--- src/rtl/dut_run_controller.sv ---
// dut_run_controller: sequences the core reset, counts RUN cycles and retired
// instructions, snoops tohost writes for a pass/fail verdict, enforces a cycle
// timeout and latches the final verdict until the next start request.
// Ports:
//   clk, rst                    - clock; async active-high reset
//   start                       - level request to (re)start a run (IDLE/DONE only)
//   retire_valid                - one instruction retired this cycle
//   mem_we, mem_addr, mem_wdata - data-memory write snoop
//   dut_rst                     - registered reset to the core
//   busy                        - decoded from state: RESET or RUN
//   done, pass, timeout         - registered verdict flags
//   fail_code                   - test number (tohost word >> 1) on failure
//   cycle_count, instret        - RUN-cycle and retired-instruction counters
module dut_run_controller #(
  parameter int                RST_CYCLES  = 4,
  parameter int                TIMEOUT     = 100000,
  parameter int                CNT_W       = 32,
  parameter int                ADDR_W      = 32,
  parameter int                DATA_W      = 32,
  parameter logic [ADDR_W-1:0] TOHOST_ADDR = 32'h0000_0FFC
) (
  input  logic              clk,
  input  logic              rst,
  input  logic              start,
  input  logic              retire_valid,
  input  logic              mem_we,
  input  logic [ADDR_W-1:0] mem_addr,
  input  logic [DATA_W-1:0] mem_wdata,
  output logic              dut_rst,
  output logic              busy,
  output logic              done,
  output logic              pass,
  output logic              timeout,
  output logic [DATA_W-2:0] fail_code,
  output logic [CNT_W-1:0]  cycle_count,
  output logic [CNT_W-1:0]  instret
);

  localparam logic [1:0] IDLE  = 2'd0;
  localparam logic [1:0] RESET = 2'd1;
  localparam logic [1:0] RUN   = 2'd2;
  localparam logic [1:0] DONE  = 2'd3;

  localparam int RC_W = $clog2(RST_CYCLES + 1);

  logic [1:0]      state;
  logic [RC_W-1:0] rst_cnt;

  logic start_run;
  logic hit;
  logic hit_term;
  logic hit_pass;
  logic at_limit;

  // start is only honoured when no run is in progress
  assign start_run = start && (state == IDLE || state == DONE);

  // Only odd tohost words end the run; even words are progress reports.
  assign hit      = mem_we && (mem_addr == TOHOST_ADDR);
  assign hit_term = hit && mem_wdata[0];
  assign hit_pass = (mem_wdata == DATA_W'(1));
  assign at_limit = (cycle_count == CNT_W'(TIMEOUT - 1));

  assign busy = (state == RESET) || (state == RUN);

  always_ff @(posedge clk or posedge rst) begin
    if (rst) begin
      state       <= IDLE;
      rst_cnt     <= '0;
      dut_rst     <= 1'b1;
      done        <= 1'b0;
      pass        <= 1'b0;
      timeout     <= 1'b0;
      fail_code   <= '0;
      cycle_count <= '0;
      instret     <= '0;
    end else if (start_run) begin
      state       <= RESET;
      rst_cnt     <= RC_W'(RST_CYCLES);
      dut_rst     <= 1'b1;
      done        <= 1'b0;
      pass        <= 1'b0;
      timeout     <= 1'b0;
      fail_code   <= '0;
      cycle_count <= '0;
      instret     <= '0;
    end else begin
      case (state)
        IDLE: begin
          dut_rst <= 1'b1;
        end
        RESET: begin
          // Leaving on the count of 1 gives the core exactly RST_CYCLES
          // edges of reset after the start edge.
          if (rst_cnt == RC_W'(1)) begin
            state   <= RUN;
            dut_rst <= 1'b0;
          end else begin
            rst_cnt <= rst_cnt - RC_W'(1);
          end
        end
        RUN: begin
          cycle_count <= cycle_count + CNT_W'(1);
          if (retire_valid) begin
            instret <= instret + CNT_W'(1);
          end
          // A terminating hit takes priority over the timeout.
          if (hit_term) begin
            state   <= DONE;
            done    <= 1'b1;
            dut_rst <= 1'b1;
            pass    <= hit_pass;
            if (!hit_pass) begin
              fail_code <= mem_wdata[DATA_W-1:1];
            end
          end else if (at_limit) begin
            state   <= DONE;
            done    <= 1'b1;
            dut_rst <= 1'b1;
            timeout <= 1'b1;
          end
        end
        DONE: begin
          // verdict and counters hold; core stays frozen in reset
          dut_rst <= 1'b1;
        end
        default: begin
          state   <= IDLE;
          dut_rst <= 1'b1;
        end
      endcase
    end
  end

endmodule
--- config.mk ---
export PLATFORM = sky130hd
export DESIGN_NAME = dut_run_controller
export DESIGN_NICKNAME = d
export VERILOG_FILES = /design/src/rtl/dut_run_controller.sv
export SDC_FILE = /design/constraint.sdc
export NUM_CORES = 1
export LEC_CHECK = 0
export CAP_MARGIN = 15
export CORE_ASPECT_RATIO = 1.2
export CORE_MARGIN = 4
export CORE_UTILIZATION = 45
export CTS_CLUSTER_DIAMETER = 50
export DETAILED_ROUTE_END_ITERATION = 8
export GPL_TIMING_DRIVEN = 0
export PLACE_DENSITY = 0.88
export SYNTH_ARGS = -nofsm -noshare
export SYNTH_HDL_FRONTEND = slang
export SYNTH_SLANG_ARGS = --single-unit
--- constraint.sdc ---
create_clock -name clk -period 4.2 [get_ports clk]
set_clock_uncertainty 0.2 [all_clocks]
set_input_delay 0.63 -clock clk [delete_from_list [all_inputs] [get_ports clk]]
set_output_delay 0.63 -clock clk [all_outputs]
set_load 0.05 [all_outputs]
==> run_results.csv <==
group,metric,value,unit
status,run_status,"finished, final reports clean",
synthesis,synth_area_per_cell,10.2,µm²
power_and_ir_drop,power_frac_seq,0.453,
grt,grt_pass1_wl,22900,µm
synthesis,async_flop_share,1.00,
synthesis,ys.flop_type,"dfrtp_1",
floorplanning,rows,41,
synthesis,synth_area_leaders,"dfrtp_1 (52%), a22o_1 (5.4%), xor2_1 (5.4%), nor2_1 (4.8%), xnor2_1 (4.0%)",
grt,grt_pass1_vias,4601,
critical_path,rr_worst_depth,8,
synthesis,syn_inst,489,
synthesis,yosysSeqAreaShare,0.522,
power_and_ir_drop,p_comb_frac,0.148,
synthesis,synth_nets,565,
timing,max_freq,328,MHz
grt,grt_use_met2,0.379,
detailed_routing,vias,4550,
timing,tightest_slew,753,ps
power_and_ir_drop,power_leakage,3.04,nW
critical_path,path_max_fanout,10,
critical_path,r2r_end,"fail_code[3]$_DFFE_PP0P_",
power_and_ir_drop,netSwitchingPower,0.610,mW
clock_network,clk_latency,340,ps
detailed_routing,ant_nets,0,
floorplanning,core_area,10700,µm²
detailed_routing,routed_wl,14100,µm
synthesis,synth-seq-cells,104,
grt,use_met1,0.275,
detailed_routing,dr.pass1.iters,4,
place,gp_congestion,0.889,
synthesis,yosys.area.top_type,"dfrtp_1",
critical_path,cp-end-kind,"register",
critical_path,required,4260,ps
power_and_ir_drop,power.clock.fraction,0.399,
clock_network,numCtsBuffers,9,
timing,rsz0062_at_grt,"false",
place,portBuffers,168,
critical_path,worstReg2RegStart,"state[0]$_DFFE_PP0P_",
min_path,hold_class,"reg2reg",
clock_network,cts-root-buf,"clkbuf_16",
floorplanning,ios,169,
grt,antenna_found_initial,0,
timing,finalCriticalPeriod,3050,ps
final_layout,diodes,0,
min_path,min-delay-start,"dut_rst$_DFFE_PP1P_",
detailed_routing,vias_per_cell,5.67,
final_layout,fillers,831,
power_and_ir_drop,powerDensity,329,nW/µm²
timing,holdWs,286,ps
floorplanning,die-area,12800,µm²
critical_path,crit_chain,"clkdlybuf4s50_1 > and2_1 > clkbuf_1 > o211a_1 > clkbuf_1 > nand3_1 > or3_1 > a21oi_1",
detailed_routing,drt_iter0_markers,234,
clock_network,cts_resized,0,
power_and_ir_drop,p_int,1.76,mW
final_layout,layout-drive-gt1-share,0.0312,
detailed_routing,drc_errors,0,
synthesis,synth_top_area_share,0.517,
clock_network,cts.path.max_buffers,2,
synthesis,yosys.cell_types.count,43,
clock_network,postCtsHoldBufs,0,
critical_path,crit_type,"in2reg",
critical_path,r2r_slack,1190,ps
grt,met3_usage,0.0428,
timing,relSlewSlack,0.494,
clock_network,path_clk_slew,70,ps
grt,grtUsageTotal,0.223,
place,place_hpwl,10800,µm
clock_network,cts_sinks,104,
final_layout,syn_to_final_growth,44.3,%
power_and_ir_drop,p_sw_frac,0.257,
synthesis,yosys_warnings,0,
detailed_routing,wl_per_cell,17.6,µm
synthesis,synth_area,4990,µm²
clock_network,post_cts_buffers,0,
grt,grt_overflow,0,
synthesis,synth_commonest_cells,"dfrtp_1 (103), nor2_1 (64), a22o_1 (31), xor2_1 (31), nand3_1 (28)",
clock_network,htreeDepth,3,
timing,tns,0,ps
timing,fin_crit_sh,0.727,
timing,slew_viol_final,0,
run,drv_cap,0,
min_path,min_to,"dut_rst$_DFFE_PP1P_",
timing,setup_viol,0,
critical_path,cp.arrival,3120,ps
critical_path,critPathMaxStageDelay,510,ps
final_layout,finalNetCount,745,
final_layout,final_area,7200,µm²
critical_path,worst_path_max_delay_cell,"clkdlybuf4s50_1",
clock_network,cts_tree,"built",
floorplanning,fp.dieH,123,µm
timing,hold_violations,0,
floorplanning,start_util,0.468,
min_path,hold_depth,2,
synthesis,synth_edf_count,0,
grt,grt.busiest_layer,"met2",
grt,grt_max_degree,64,
critical_path,crit_path_frequent_cell,"clkbuf_1",
synthesis,synth.most_common_cell,"dfrtp_1",
power_and_ir_drop,ir_drop,0.000377,V
critical_path,startpoint_type,"input port",
power_and_ir_drop,totalPowerFinal,2.37,mW
floorplanning,fp.dieW,104,µm
place,placed_area,6860,µm²
worst max-delay path, delay by kind of cell:
kind                   cells  cell delay, ps
buffers and inverters      3            1340
AO/OA/AOI/OAI              2             370
AND/OR/NAND/NOR            3             780
cell families (layout without fill, tap and decap cells):
family	after synthesis	after routing	synth area share
buffers and inverters	38	223	0.0288
flip-flops	104	104	0.522
multiplexers	4	4	0.00803
AO/OA/AOI/OAI	66	66	0.0988
AND/OR/NAND/NOR	216	216	0.230
adder cells (fa/ha/maj)	7	7	0.0176
XOR/XNOR	54	54	0.0948
area by class of cell:
type,instances,area (µm²),share of cell area
sequential,104,2600,0.362
multi-input combinational,347,2240,0.311
buffer,24,91.3,0.0127
tap,129,161,0.0224
inverter,14,55.1,0.00765
clock buffer,11,233,0.0323
timing repair buffer,169,1710,0.237
clock inverter,5,105,0.0146
power groups by stage:
stage | Combinational [mW] | Clock [mW] | Sequential [mW]
CTS | 0.354 | 0.962 | 1.07
detailed placement | 0.351 | 0 | 1.09
floorplan | 0.0880 | 0 | 1.18
finish | 0.351 | 0.945 | 1.07
global route | 0.378 | 1.00 | 1.08
global placement | 0.342 | 0 | 1.09
per-stage QoR:
stage | cells | setup WS [ps] | utilization
3_5_place_dp | 787 | 860 | 0.643
6_report | 803 | 1150 | 0.675
3_3_place_gp | 786 | -757 | 0.640
2_1_floorplan | 489 | 639 | -
5_1_grt | 803 | 961 | 0.675
4_1_cts | 803 | 1190 | 0.675
placed cells by master, fill, tap and decap left out, types with 2 or more instances in the layout:
master	synthesis	final
clkdlybuf4s50_1	0	168
or3_1	7	7
inv_1	14	13
clkbuf_1	18	20
nor4_1	22	22
clkinvlp_4	0	2
nor2_1	64	64
buf_1	5	5
and2_1	5	5
nand4_1	21	21
nor4b_1	7	7
o41ai_1	2	2
clkbuf_16	0	9
nor3_1	7	7
xor2_1	31	31
xnor2_1	23	23
mux2i_1	4	4
o211ai_1	2	2
dfrtp_1	103	103
a31oi_1	2	2
o21ai_0	9	9
a21oi_1	10	10
and3_1	12	12
bufinv_16	0	3
ha_1	7	7
a22o_1	31	31
nand3_1	28	28
nand2_1	22	22
or4_1	6	6
nor2b_1	3	3
o31ai_1	3	3
o21a_1	2	2
and4_1	5	5
layer usage:
metal  up-vias  share of wire
li1       2141              -
met1      2233           0.42
met2       147           0.50
met3        29          0.047
met4         0          0.027
met5         -              0
worst max-delay path by stage:
stage	startpoint	to	slack (ps)	depth (start not counted)
3_5_place_dp	start	instret[22]$_DFFE_PP0P_	860	8
4_1_cts	state[0]$_DFFE_PP0P_	fail_code[3]$_DFFE_PP0P_	1190	8
3_3_place_gp	rst	cycle_count[17]$_DFFE_PP0P_	-760	2
5_1_grt	state[0]$_DFFE_PP0P_	instret[30]$_DFFE_PP0P_	960	9
2_1_floorplan	rst	cycle_count[0]$_DFFE_PP0P_	640	1
6_report	start	instret[22]$_DFFE_PP0P_	1150	8
flip-flops by register name, summed over array words and instances (netlist names):
name,count
timeout,1
instret,32
rst_cnt,3
done,1
dut_rst,1
cycle_count,32
pass,1
state,2
fail_code,31
No activity file was read; power rests on OpenSTA's default activity.
